===== src/rtl/sha256_msg_feeder.sv =====
// sha256_msg_feeder: AXI-Stream to SHA-256 register-interface initiator.
// Each accepted word is presented on string_o/ctrl_signals_o with the strobe
// (ctrl[31]) held high for HOLD_CYCLES, then low for HOLD_CYCLES. After the
// last word the feeder waits for finish_repeat_i, captures the digest and
// pulses hash_valid_o for one cycle.
// Optional build macro SHA_FEEDER_BYTESWAP_EN: byte-swap tdata and bit-reverse
// tkeep for little-endian host buffers.
module sha256_msg_feeder #(
  parameter int unsigned HOLD_CYCLES    = 16,
  parameter int unsigned TIMEOUT_CYCLES = 1048576,
  parameter int unsigned CORE_W         = 3
) (
  input  logic              axi_clk_i,
  input  logic              areset_i,
  input  logic [31:0]       s_tdata,
  input  logic [3:0]        s_tkeep,
  input  logic              s_tlast,
  input  logic              s_tvalid,
  output logic              s_tready,
  input  logic [CORE_W-1:0] core_sel_i,
  input  logic [19:0]       repeat_cfg_i,
  output logic [31:0]       ctrl_signals_o,
  output logic [31:0]       string_o,
  output logic [31:0]       repeat_o,
  input  logic              finish_repeat_i,
  input  logic [255:0]      hash_i,
  output logic [255:0]      hash_o,
  output logic              hash_valid_o,
  output logic              busy_o,
  output logic              timeout_err_o
);

  localparam int unsigned HoldW = $clog2(HOLD_CYCLES + 1);
  localparam int unsigned ToW   = $clog2(TIMEOUT_CYCLES + 1);
  localparam logic [HoldW-1:0] HoldMax = HoldW'(HOLD_CYCLES - 1);
  localparam logic [ToW-1:0]   ToMax   = ToW'(TIMEOUT_CYCLES - 1);

  typedef enum logic [2:0] {StIdle, StAssert, StDeassert, StWaitHash, StDone} state_e;

  state_e           state_q;
  logic [HoldW-1:0] hold_cnt_q;
  logic [ToW-1:0]   to_cnt_q;
  logic             seen_clear_q;
  logic             strobe_q;
  logic             last_q;
  logic [3:0]       keep_q;
  logic [3:0]       core_q;
  logic [31:0]      string_q;
  logic [19:0]      repeat_q;
  logic [255:0]     hash_q;
  logic             hash_valid_q;
  logic             busy_q;
  logic             timeout_err_q;

  logic [31:0]      word_in;
  logic [3:0]       keep_in;

`ifdef SHA_FEEDER_BYTESWAP_EN
  assign word_in = {s_tdata[7:0], s_tdata[15:8], s_tdata[23:16], s_tdata[31:24]};
  assign keep_in = {s_tkeep[0], s_tkeep[1], s_tkeep[2], s_tkeep[3]};
`else
  assign word_in = s_tdata;
  assign keep_in = s_tkeep;
`endif

  // Ready only in IDLE; forced low while reset is asserted.
  assign s_tready       = (state_q == StIdle) && !areset_i;
  assign ctrl_signals_o = {strobe_q, last_q, 22'b0, core_q, keep_q};
  assign string_o       = string_q;
  assign repeat_o       = {12'b0, repeat_q};
  assign hash_o         = hash_q;
  assign hash_valid_o   = hash_valid_q;
  assign busy_o         = busy_q;
  assign timeout_err_o  = timeout_err_q;

  // Handshake FSM with all outputs registered.
  always_ff @(posedge axi_clk_i or posedge areset_i) begin
    if (areset_i) begin
      state_q       <= StIdle;
      hold_cnt_q    <= '0;
      to_cnt_q      <= '0;
      seen_clear_q  <= 1'b0;
      strobe_q      <= 1'b0;
      last_q        <= 1'b0;
      keep_q        <= '0;
      core_q        <= '0;
      string_q      <= '0;
      repeat_q      <= '0;
      hash_q        <= '0;
      hash_valid_q  <= 1'b0;
      busy_q        <= 1'b0;
      timeout_err_q <= 1'b0;
    end else begin
      hash_valid_q <= 1'b0;
      unique case (state_q)
        StIdle: begin
          if (s_tvalid) begin
            string_q   <= word_in;
            keep_q     <= keep_in;
            last_q     <= s_tlast;
            strobe_q   <= 1'b1;
            hold_cnt_q <= '0;
            state_q    <= StAssert;
            // First word of a message: latch job configuration.
            if (!busy_q) begin
              core_q        <= 4'(core_sel_i);
              repeat_q      <= repeat_cfg_i;
              busy_q        <= 1'b1;
              timeout_err_q <= 1'b0;
              seen_clear_q  <= 1'b0;
            end
          end
        end
        StAssert: begin
          if (hold_cnt_q == HoldMax) begin
            strobe_q   <= 1'b0;
            hold_cnt_q <= '0;
            state_q    <= StDeassert;
          end else begin
            hold_cnt_q <= hold_cnt_q + 1'b1;
          end
        end
        StDeassert: begin
          if (hold_cnt_q == HoldMax) begin
            hold_cnt_q <= '0;
            to_cnt_q   <= '0;
            state_q    <= last_q ? StWaitHash : StIdle;
          end else begin
            hold_cnt_q <= hold_cnt_q + 1'b1;
          end
        end
        StWaitHash: begin
          // A finish flag counts only after it has been seen low in this job.
          if (!finish_repeat_i) seen_clear_q <= 1'b1;
          if (seen_clear_q && finish_repeat_i) begin
            hash_q       <= hash_i;
            hash_valid_q <= 1'b1;
            state_q      <= StDone;
          end else if (to_cnt_q == ToMax) begin
            timeout_err_q <= 1'b1;
            busy_q        <= 1'b0;
            state_q       <= StIdle;
          end else begin
            to_cnt_q <= to_cnt_q + 1'b1;
          end
        end
        StDone: begin
          busy_q  <= 1'b0;
          state_q <= StIdle;
        end
        default: state_q <= StIdle;
      endcase
    end
  end

endmodule


===== config.mk =====
export PLATFORM = sky130hd
export DESIGN_NAME = sha256_msg_feeder
export DESIGN_NICKNAME = d
export VERILOG_FILES = /design/src/rtl/sha256_msg_feeder.sv
export SDC_FILE = /design/constraint.sdc
export NUM_CORES = 1
export LEC_CHECK = 0
export ABC_AREA = 1
export BUFFER_PORTS_ARGS = -buffer_cell sky130_fd_sc_hd__buf_2
export CAP_MARGIN = 20
export CORE_AREA = 5 5 259 261
export CTS_CLUSTER_DIAMETER = 120
export CTS_CLUSTER_SIZE = 25
export DETAILED_ROUTE_END_ITERATION = 7
export DIE_AREA = 0 0 264 266
export GPL_TIMING_DRIVEN = 0
export MAX_ROUTING_LAYER = met4
export PLACE_DENSITY = 0.44
export SETUP_SLACK_MARGIN = 0.15
export SLEW_MARGIN = 20
export SYNTH_ARGS = -nofsm -noshare
export SYNTH_HDL_FRONTEND = slang
export SYNTH_SLANG_ARGS = --single-unit

===== constraint.sdc =====
create_clock -name axi_clk_i -period 13.5 [get_ports axi_clk_i]
set_input_delay 2.025 -clock axi_clk_i [delete_from_list [all_inputs] [get_ports axi_clk_i]]
set_output_delay 2.025 -clock axi_clk_i [all_outputs]
set_load 0.02 [all_outputs]

# After elaboration in Yosys (flattened, before gate mapping)
# Cells that the tools add are included.
# classes
muxes	29
magnitude_cmp	0
eq_ne	15
bitwise	1
n_reduce_logical	20
n_mul	0
n_div	0
shifts	0
addsub	2
# ops
cell	count
$mux W21	3
$pmux W21 S2	1
$add A21 B1 Y21 const B	1
$eq A21 B20 Y1 const B	1
$ne A2 B2 Y1 const B	8
$reduce_and A4 Y1	4
$mux W3	5
$pmux W3 S4	1
$mux W1	11
$mux W5	2
$pmux W5 S2	1
$reduce_bool A2 Y1	4
$eq A3 B2 Y1 const B	2
$pmux W1 S2	3
$reduce_and A2 Y1	3
$reduce_and A3 Y1	2
$add A5 B1 Y5 const B	1
$eq A5 B4 Y1 const B	1
$reduce_and A5 Y1	1
$eq A3 B1 Y1 const B	1
$eq A3 B3 Y1 const B	1
$logic_not A3 Y1	1
$ne A3 B3 Y1 const B	1
$pmux W1 S3	1
6 further kinds	7
# totals
n_memories	0
romBits	0
ramBits	0
inputBits	320
regBits	350
latch_bits	0
elab_cells	81
out_inout_bits	356

# Logic depth before layout (Yosys ltp)
# Gate-level depths: netlist (run 1).
# logic_depth
depth_word	4
ltp_mapped	12
mapped_depth_nobuf	11

# Worst setup path after synthesis (run 1)
# OpenSTA, ideal clock, no wires.
# synth_path
kind	input to output
startpoint	in areset_i
endpoint	out s_tready
path_stages	1
t_arrival_ns	2.318
n_path_buf	0
path_slack_ns	9.157
required_ns	11.475
cell_sequence	nor2_1
# synth_via
elab_chain_cells	2
# synth_lines
item	line	text
start, declared	14	input logic areset_i,
$logic_not A1 Y1 (no line)	--	
$logic_and A1 B1 Y1	67	assign s_tready = (state_q == StIdle) && !areset_i;
end, declared	19	output logic s_tready,
# No other way between the ends.

# Final worst setup path (run 1)
# Ends and elaborated chain as after synthesis.

==> flow_summary_export.csv, run 1 <==
group,metric,value,unit
detailed_routing,wl_met2,27.3,mm
detailed_routing,drtIter0Drc,669,
detailed_routing,wl,55.4,mm
layout,areaGrowthSynthToFinish,35.8,%
detailed_routing,first_pass_iters,5,
sta,hold_viol_final,0,
power_and_ir_drop,peakVddDrop,0.113,mV
die,core_area,64200,sq um
sta,skew,0.0195,ns
logic_synthesis,netlist_top_cells_area,"dfrtp_1 (62%), nand2_1 (28%), buf_2 (2.1%)",
cts,cts_tree,"built",
logic_synthesis,synth_area_leader_cell,"dfrtp_1",
setup_path,r2r_start,"state_q[1]$_DFFE_PP0P_",
sta,period_share,0.330,
global_route,antenna_found_initial,22,
cts,cts_buffer_depth,3,
cts,postCtsSetupBuffers,0,
global_route,grt_max_degree,98,
sta,worstMarginPinSlew,0.625,ns
sta,max-slew-margin-rel,0.580,
place,place_hpwl,44.2,mm
worst_hold_path,hp-class,"register to register",
power_and_ir_drop,p_leak,11.2,nW
detailed_routing,vias,12900,
layout,nets,2679,
cts,cts_buffers,18,
logic_synthesis,syn_area,14200,sq um
detailed_routing,wl_met1,22.2,mm
sta,finalMaxSlewViolations,0,
logic_synthesis,netlist.area_leader.share,0.618,
cts,clk_pin_slew,0.09,ns
sta,fmax,0.225,GHz
cts,cts_resized,0,
power_and_ir_drop,intPower,2.46,mW
power_and_ir_drop,switching_share,0.458,
cts,clock_latency,0.54,ns
power_and_ir_drop,clock_power_share,0.142,
die,ios,676,
cts,htree_levels,1,
die,start_util,0.221,
detailed_routing,via_per_inst,3.98,
detailed_routing,wl_met3,4.02,mm
layout,drive_gt1_frac,0.333,
outcome,outcome,"finished clean",
logic_synthesis,synth_warnings,0,
layout,final_core_util,0.300,
global_route,grt_overflow,0,
power_and_ir_drop,p_seq_frac,0.399,
power_and_ir_drop,p_comb_frac,0.459,
global_route,grt_usage,0.153,
sta,rsz0062_at_grt,"false",
setup_path,path_class,"input pin to output port",
logic_synthesis,synthCells,1660,
logic_synthesis,async_flop_share,1.00,
die,dieArea,70200,sq um
sta,finalCriticalPeriod,4.45,ns
logic_synthesis,ys_ff_latch,350,
place,gp_congestion,0.889,
place,portBuffers,640,
power_and_ir_drop,power.density,235,nW/um^2
setup_path,cp_data_arrival_time,2.43,ns
die,dieHeight,266,microns
logic_synthesis,ys_seq_area_frac,0.618,
logic_synthesis,ys_types,33,
flow_run,drv_cap,0,
global_route,grt_pass1_vias,13100,
setup_path,r2r_setup_slack,11.29,ns
setup_path,worst-path-max-fanout,2,
die,rows,93,
setup_path,startpoint_type,"input pin",
setup_path,crit_path_end_kind,"output port",
logic_synthesis,synth-edff-count,0,
setup_path,critPathLaunch,"areset_i",
logic_synthesis,syn_area_per_cell,8.54,sq um
cts,postCtsHoldBufs,0,
sta,setup-tns-final,0,ns
detailed_routing,postRouteAntennaNets,0,
detailed_routing,top_layer,"met4",
cts,cts-root-buf,"clkbuf_16",
cts,cts_sinks,350,
logic_synthesis,ys.flop_type,"dfrtp_1",
power_and_ir_drop,power_switching,2.07,mW
global_route,grt_pass1_wl,82.2,mm
worst_hold_path,hold_start,"hash_o[113]$_DFFE_PP0P_",
setup_path,cp_data_required_time,11.48,ns
die,die_w,264,microns
detailed_routing,drc,0,
sta,setup_viol,0,
detailed_routing,wl_per_cell,17.1,microns
==> cells in the mapped netlist, types with 4 or more instances <==
master       n
o21ai_0      9
nor2_4       4
inv_1       20
clkbuf_1    10
xor2_1       4
nand2_1   1054
nand2_4      5
dfrtp_1    350
buf_2       59
nor2_1      41
xnor2_1      5
nand3_1     22
nand4_1      8
buf_4       37
==> layout make-up <==
cell class	count	area (sq um)
fillers	7061	45000
flip-flops and latches	350	8760
multi-input cells	1210	4810
repair buffers	643	3290
well taps	855	1070
plain buffers	110	648
clock buffers	20	479
inverters	24	97.6
clock inverters	5	58.8
diodes	19	47.5
==> per-layer routing <==
layer,global-route usage,vias to the layer above
met5,-,-
met4,0.0464,0
li1,-,6350
met1,0.182,6042
met2,0.257,425
met3,0.0402,67
==> cells in the final DEF (no fill, tap or decap), drive strengths merged, types with 2 or more instances in the layout <==
cell,netlist,layout
a21oi,2,2
a31oi,2,2
a32o,2,2
buf,100,743
clkbuf,10,30
clkinv,1,2
clkinvlp,0,2
conb,1,35
dfrtp,350,350
diode,0,19
ha,2,2
inv,23,24
nand2,1061,1061
nand3,23,23
nand4,8,8
nor2,48,48
nor3,2,2
nor3b,2,2
o21ai,9,9
o21bai,2,2
xnor2,5,5
xor2,4,4
==> per-stage QoR <==
stage / hold WS [ns] / total power, mW / cell area (sq um) / worst slack (ns) / instances
global route: 0.488 / 4.87 / 19300 / 9.03 / 3236
CTS: 0.478 / 4.62 / 19200 / 9.04 / 3217
finish: 0.472 / 4.53 / 19300 / 9.05 / 3236
floorplan: 0.460 / 3.04 / 14300 / 1.77 / 1694
detailed placement: 0.453 / 3.95 / 18700 / 9.05 / 3192
global placement: 0.450 / 3.93 / 18600 / -2.94 / 3189
==> power groups by stage <==
stage / sequential, mW / combinational, mW / clock (mW)
3_5_place_dp: 1.82 / 2.13 / 0
4_1_cts: 1.81 / 2.13 / 0.686
3_3_place_gp: 1.82 / 2.11 / 0
2_1_floorplan: 2.41 / 0.626 / 0
6_report: 1.81 / 2.08 / 0.643
5_1_grt: 1.87 / 2.28 / 0.715
==> kinds of logic (layout without fill, tap and decap cells) <==
family	after synthesis	in the layout	share of synthesized area
other cells	1	54	0.000264
flops	350	350	0.618
buf+inv	134	802	0.0521
fa+ha+maj	2	2	0.00176
xor+xnor	9	9	0.00556
simple gates	1146	1146	0.315
compound gates	18	18	0.00777
==> final timing paths <==
| path | end | depth (start not counted) |
|---|---|---|
| setup / recovery | s_tready | 3 |
| hold / removal | hash_o[113]$_DFFE_PP0P_ | 2 |
| setup reg to reg | hash_o[131]$_DFFE_PP0P_ | 6 |
| hold reg to reg | hash_o[113]$_DFFE_PP0P_ | 2 |
| max in group asynchronous | hash_o[177]$_DFFE_PP0P_ | 4 |
| min in group asynchronous | hash_o[93]$_DFFE_PP0P_ | 2 |
==> sequential cells by signal, summed over array words and instances (netlist names), 3 cells and up <==
name,count
string_o,32
to_cnt_q,21
core_q,3
keep_q,4
repeat_q,20
hold_cnt_q,5
hash_o,256
state_q,3
==> critical path: stages <==
cell    delay (ns)
buf_2         0.14
nor2_1        0.10
buf_2         0.17
Power figures use the tool's default switching activity.
==> run 2: changes to the inputs <==
- clock period: 13.5 -> 4.5 ns (I/O delays scaled with it)
==> run 2 against run 1 <==
Compared with the run above: sequential share of layout area fell by 0.39 points; setup slack got worse by 6.9 ns; critical path type is now register to register; critical path depth rose by 5.
==> flow_summary_export.csv, run 2 (synthesis results as in run 1) <==
group,metric,value,unit
sta,setup-tns-final,0,ns
cts,cts_tree,"built",
cts,postCtsSetupBuffers,0,
global_route,grt_usage,0.151,
global_route,grt_max_degree,32,
die,ios,676,
detailed_routing,drtIter0Drc,794,
layout,layout_common_cells,"nand2_1 (1054), buf_2 (699), dfrtp_1 (350)",
die,dieHeight,266,microns
setup_path,cp_data_required_time,4.94,ns
sta,worstMarginPinSlew,0.810,ns
place,portBuffers,640,
cts,cts_buffers,18,
sta,rsz0062_at_grt,"false",
sta,setup_viol,0,
layout,largest_reg_flops,256,
die,die_w,264,microns
detailed_routing,wl_per_cell,16.9,microns
die,core_area,64200,sq um
sta,hold_viol_final,0,
cts,cts-root-buf,"clkbuf_16",
global_route,antenna_found_initial,16,
cts,htree_levels,1,
place,place_area,18900,sq um
global_route,grt_overflow,0,
sta,finalMaxSlewViolations,0,
die,start_util,0.221,
die,dieArea,70200,sq um
sta,finalCriticalPeriod,2.31,ns
sta,period_share,0.514,
detailed_routing,wl,54.9,mm
setup_path,path_class,"register to register",
detailed_routing,drc,0,
cts,cts_resized,0,
die,rows,93,
layout,areaGrowthSynthToFinish,37.0,%
setup_path,crit_path_end_kind,"register",
layout,mostFrequentLayoutCell,"nand2_1",
setup_path,worst-path-max-fanout,10,
cts,cts_buffer_depth,3,
flow_run,drv_cap,0,
power_and_ir_drop,peakVddDrop,0.301,mV
setup_path,startpoint_type,"register",
sta,max-slew-margin-rel,0.460,
place,place_hpwl,44.0,mm
detailed_routing,via_per_inst,3.99,
place,place_ws,1.89,ns
global_route,grt_pass1_wl,81.5,mm
layout,drive_gt1_frac,0.335,
place,gp_congestion,0.874,
detailed_routing,postRouteAntennaNets,0,
sta,fin_ws,2.19,ns
global_route,grt_pass1_vias,13300,
outcome,outcome,"finished clean",
layout,finish.instance_area,19400,sq um
sta,fmax,0.433,GHz
sta,skew,0.0197,ns
detailed_routing,vias,12900,
detailed_routing,first_pass_iters,5,
cts,clock_latency,0.55,ns
worst_hold_path,hp-class,"input pin to async pin",
cts,cts_sinks,350,
power_and_ir_drop,p_leak,11.3,nW
cts,clk_pin_slew,0.11,ns
power_and_ir_drop,power.density,697,nW/um^2
layout,nets,2689,
cts,postCtsHoldBufs,0,
setup_path,cp_data_arrival_time,2.75,ns
==> run 2: final cells by class <==
cell class                      instances  area [sq um]
Inverter                               24          93.8
Clock buffer                           19           475
Clock inverter                          4          37.5
Timing Repair Buffer                  653          3490
Fill cell                            7074         44800
Multi-Input combinational cell       1210          4810
Buffer                                110           648
Sequential cell                       350          8760
Antenna cell                           17          42.5
Tap cell                              855          1070
==> run 2: metal layers <==
layer / track usage / routed length, microns / part of all wire
met1: 0.174 / 21900 / 0.40
met2: 0.263 / 27600 / 0.50
met3: 0.0373 / 3700 / 0.067
met4: 0.0442 / 1690 / 0.031
met5: - / 0 / 0
==> run 2: critical path, cell delays in order, from the launching register on <==
cell	delay, ns
dfrtp_1	0.40
inv_1	0.08
nand3_2	0.24
nor2_4	0.40
inv_2	0.16
buf_2	0.26
clkbuf_1	0.40
nand2_1	0.17
nand2_1	0.07
==> run 2: final timing paths <==
path / from / end / slack (ns) / depth (start not counted)
worst max-delay path: state_q[2]$_DFFE_PP0P_ / hash_o[113]$_DFFE_PP0P_ / 2.19 / 8
worst min-delay path: areset_i / hash_valid_o$_DFF_PP0_ / 0.23 / 2
worst max register to register: state_q[2]$_DFFE_PP0P_ / hash_o[113]$_DFFE_PP0P_ / 2.19 / 8
worst min register to register: hash_o[85]$_DFFE_PP0P_ / hash_o[85]$_DFFE_PP0P_ / 0.47 / 2
max in group asynchronous: areset_i / hash_o[215]$_DFFE_PP0P_ / 2.79 / 7
min in group axi_clk_i: hash_i[16] / hash_o[16]$_DFFE_PP0P_ / 0.32 / 3
==> run 2: power breakdown <==
group	switching, mW	internal [mW]
Combinational	4.31	1.93
Clock	1.10	0.775
Sequential	0.797	4.63
Total	6.20	7.33
==> run 2: stage by stage <==
| step | instances | hold slack [ns] | util | power [mW] |
|---|---|---|---|---|
| 2_1_floorplan | 1694 | 0.460 | - | 9.11 |
| 3_3_place_gp | 3189 | 0.449 | 0.289 | 11.8 |
| 3_5_place_dp | 3202 | 0.453 | 0.294 | 11.9 |
| 4_1_cts | 3225 | 0.199 | 0.302 | 13.8 |
| 5_1_grt | 3240 | 0.247 | 0.302 | 14.5 |
| 6_report | 3242 | 0.226 | 0.302 | 13.5 |
==> run 3: changes to the inputs <==
- PLACE_DENSITY: 0.44 -> 0.46
- clock period: 4.5 -> 2.1 ns (I/O delays scaled with it)
==> run 3 against run 2 <==
Compared with the run above: count of clock-buffer cells in the layout did not move; sequential cell count stayed put; highest routed layer unchanged; via count increased by 10%; critical endpoint is now hash_o[196]$_DFFE_PP0P_; critical path type unchanged; combinational power increased by 130%; clock skew shrank 0.0020 ns; setup slack got worse by 1.9 ns; sequential share of layout area down 6.4 points; worst hold slack got worse by 0.17 ns; final cell count increased by 9.3%.
==> flow_summary_export.csv, run 3 (synthesis results as in run 1) <==
group,metric,value,unit
setup_path,crit_path_end_kind,"register",
global_route,grt_usage,0.159,
setup_path,cp_data_required_time,2.58,ns
layout,largest_reg_flops,256,
global_route,grt_pass1_wl,86.7,mm
setup_path,cp_data_arrival_time,2.29,ns
layout,nets,3004,
sta,max-slew-margin-rel,0.584,
die,dieHeight,266,microns
power_and_ir_drop,power.density,1310,nW/um^2
place,place_hpwl,44.4,mm
place,dp.cells,3201,
cts,cts_buffers,18,
layout,fillCellCount,6765,
layout,areaGrowthSynthToFinish,59.7,%
place,place_ws,-0.544,ns
layout,mostFrequentLayoutCell,"nand2_1",
cts,clk_pin_slew,0.10,ns
die,start_util,0.221,
detailed_routing,drtIter0Drc,660,
sta,skew,0.0177,ns
cts,clock_latency,0.55,ns
layout,seq_area,8760,sq um
sta,hold_slack,0.0571,ns
flow_run,drv_cap,0,
detailed_routing,wl,57.6,mm
detailed_routing,via_per_inst,4.03,
die,core_area,64200,sq um
global_route,gr-usage-met1,0.186,
setup_path,r2r_setup_slack,0.29,ns
sta,hold_viol_final,0,
cts,cts-root-buf,"clkbuf_16",
setup_path,cp_cell_sequence,"inv_1 -> nand3_4 -> nor2_4 -> buf_12 -> buf_4 -> buf_8 -> buf_4 -> nand2_1 -> nand2_1",
detailed_routing,wl_per_cell,16.2,microns
place,place_area,18800,sq um
die,die_w,264,microns
power_and_ir_drop,power.total,29.8,mW
place,gp_congestion,0.907,
die,dieArea,70200,sq um
cts,cts_tree,"built",
outcome,outcome,"finished clean",
layout,layout_common_cells,"nand2_1 (1052), buf_2 (678), dfrtp_1 (348)",
setup_path,critPathLaunch,"state_q[2]$_DFFE_PP0P_",
detailed_routing,postRouteAntennaNets,0,
global_route,top_usage_layer,"met2",
worst_hold_path,hp-class,"input pin to register",
sta,fmax,0.552,GHz
cts,cts_sinks,350,
sta,fin_ws,0.288,ns
setup_path,critPathTopFamily,"buffers and inverters",
setup_path,path_class,"register to register",
global_route,grt_max_degree,34,
setup_path,startpoint_type,"register",
layout,multi_input_area,4840,sq um
detailed_routing,drc,0,
global_route,gr-usage-met2,0.279,
setup_path,slowest_delay,0.44,ns
layout,drive_gt1_frac,0.303,
die,rows,93,
global_route,antenna_found_initial,6,
sta,setup_viol,0,
sta,finalMaxSlewViolations,0,
cts,cts_buffer_depth,3,
sta,period_share,0.863,
die,ios,676,
setup_path,cp_slowest_cell,"dfrtp_1",
sta,finalCriticalPeriod,1.81,ns
layout,finish.instance_area,22600,sq um
setup_path,crit_buf_inv,5,
setup_path,worst-path-max-fanout,10,
detailed_routing,first_pass_iters,5,
power_and_ir_drop,p_leak,12.7,nW
setup_path,r2r_start,"state_q[2]$_DFFE_PP0P_",
global_route,grtUsageMet3,0.0310,
worst_hold_path,hold_start,"hash_i[127]",
place,portBuffers,640,
detailed_routing,vias,14300,
global_route,grt_pass1_vias,14700,
sta,worstMarginPinSlew,0.619,ns
sta,rsz0062_at_grt,"false",
global_route,grt_overflow,0,
layout,instances_no_fill,3544,
power_and_ir_drop,peakVddDrop,0.675,mV
cts,htree_levels,1,
run 3: changes by cell type in the layout (fill, tap and decap cells not counted), moves of 2 or more:
| cell | before | now |
|---|---|---|
| dlygate4sd3_1 | 0 | 310 |
| buf_2 | 699 | 678 |
| buf_4 | 37 | 53 |
| diode_2 | 17 | 4 |
| clkbuf_4 | 0 | 6 |
| clkbuf_1 | 10 | 6 |
| buf_6 | 3 | 6 |
| clkbuf_2 | 0 | 3 |
| buf_12 | 10 | 12 |
| dfrtp_1 | 350 | 348 |
| dfrtp_2 | 0 | 2 |
| nand2_1 | 1054 | 1052 |
| nand2_2 | 2 | 4 |
| nor2_1 | 41 | 39 |
run 3: worst reg2reg max path: stages, from the launching register on:
cell	delay, ns
dfrtp_1	0.44
inv_1	0.13
nand3_4	0.10
nor2_4	0.16
buf_12	0.13
buf_4	0.16
buf_8	0.17
buf_4	0.21
nand2_1	0.16
nand2_1	0.10
run 3: stage by stage:
stage          TNS (ns)  utilization
3_5_place_dp     -23.32        0.293
6_report              0        0.353
3_3_place_gp   -1875.72        0.289
2_1_floorplan  -1015.49            -
5_1_grt               0        0.353
4_1_cts               0        0.351
run 3: cell type report:
| cell class | instances | area share |
|---|---|---|
| Buffer | 110 | 0.0321 |
| Clock inverter | 4 | 0.00155 |
| Multi-Input combinational cell | 1210 | 0.214 |
| Antenna cell | 4 | 0.000442 |
| Sequential cell | 350 | 0.387 |
| Inverter | 24 | 0.00414 |
| Clock buffer | 19 | 0.0210 |
| Tap cell | 855 | 0.0472 |
| Timing Repair Buffer | 968 | 0.293 |
run 3: worst paths after layout:
| path | endpoint | cells past startpoint |
|---|---|---|
| max reg2reg | hash_o[196]$_DFFE_PP0P_ | 9 |
| min in group asynchronous | string_o[0]$_DFFE_PP0P_ | 3 |
| max | hash_o[196]$_DFFE_PP0P_ | 9 |
| min | hash_o[127]$_DFFE_PP0P_ | 3 |
| max in group asynchronous | hash_o[9]$_DFFE_PP0P_ | 7 |
| min reg2reg | hash_o[116]$_DFFE_PP0P_ | 2 |
run 3: layer usage:
metal  share of wire  wire (microns)  up-vias
met3           0.059            3430       78
met4           0.035            2030        0
met5               0               0        -
li1                -               -     6983
met1            0.40           23200     6726
met2            0.50           29000      484
run 3: where the power goes:
| group | internal [mW] | total [mW] | switching [mW] |
|---|---|---|---|
| logic | 4.63 | 14.1 | 9.45 |
| clock network | 1.66 | 4.02 | 2.36 |
| registers | 9.92 | 11.7 | 1.76 |
run 3: what timing repair did:
action                                 in CTS  in global routing
endpoints found under the hold margin     327                  0
pin swaps                                   1                  2
gates resized for setup                    25                 20
setup buffers                               3                  3
setup endpoints to repair                 278                252
hold buffers                              310                  0
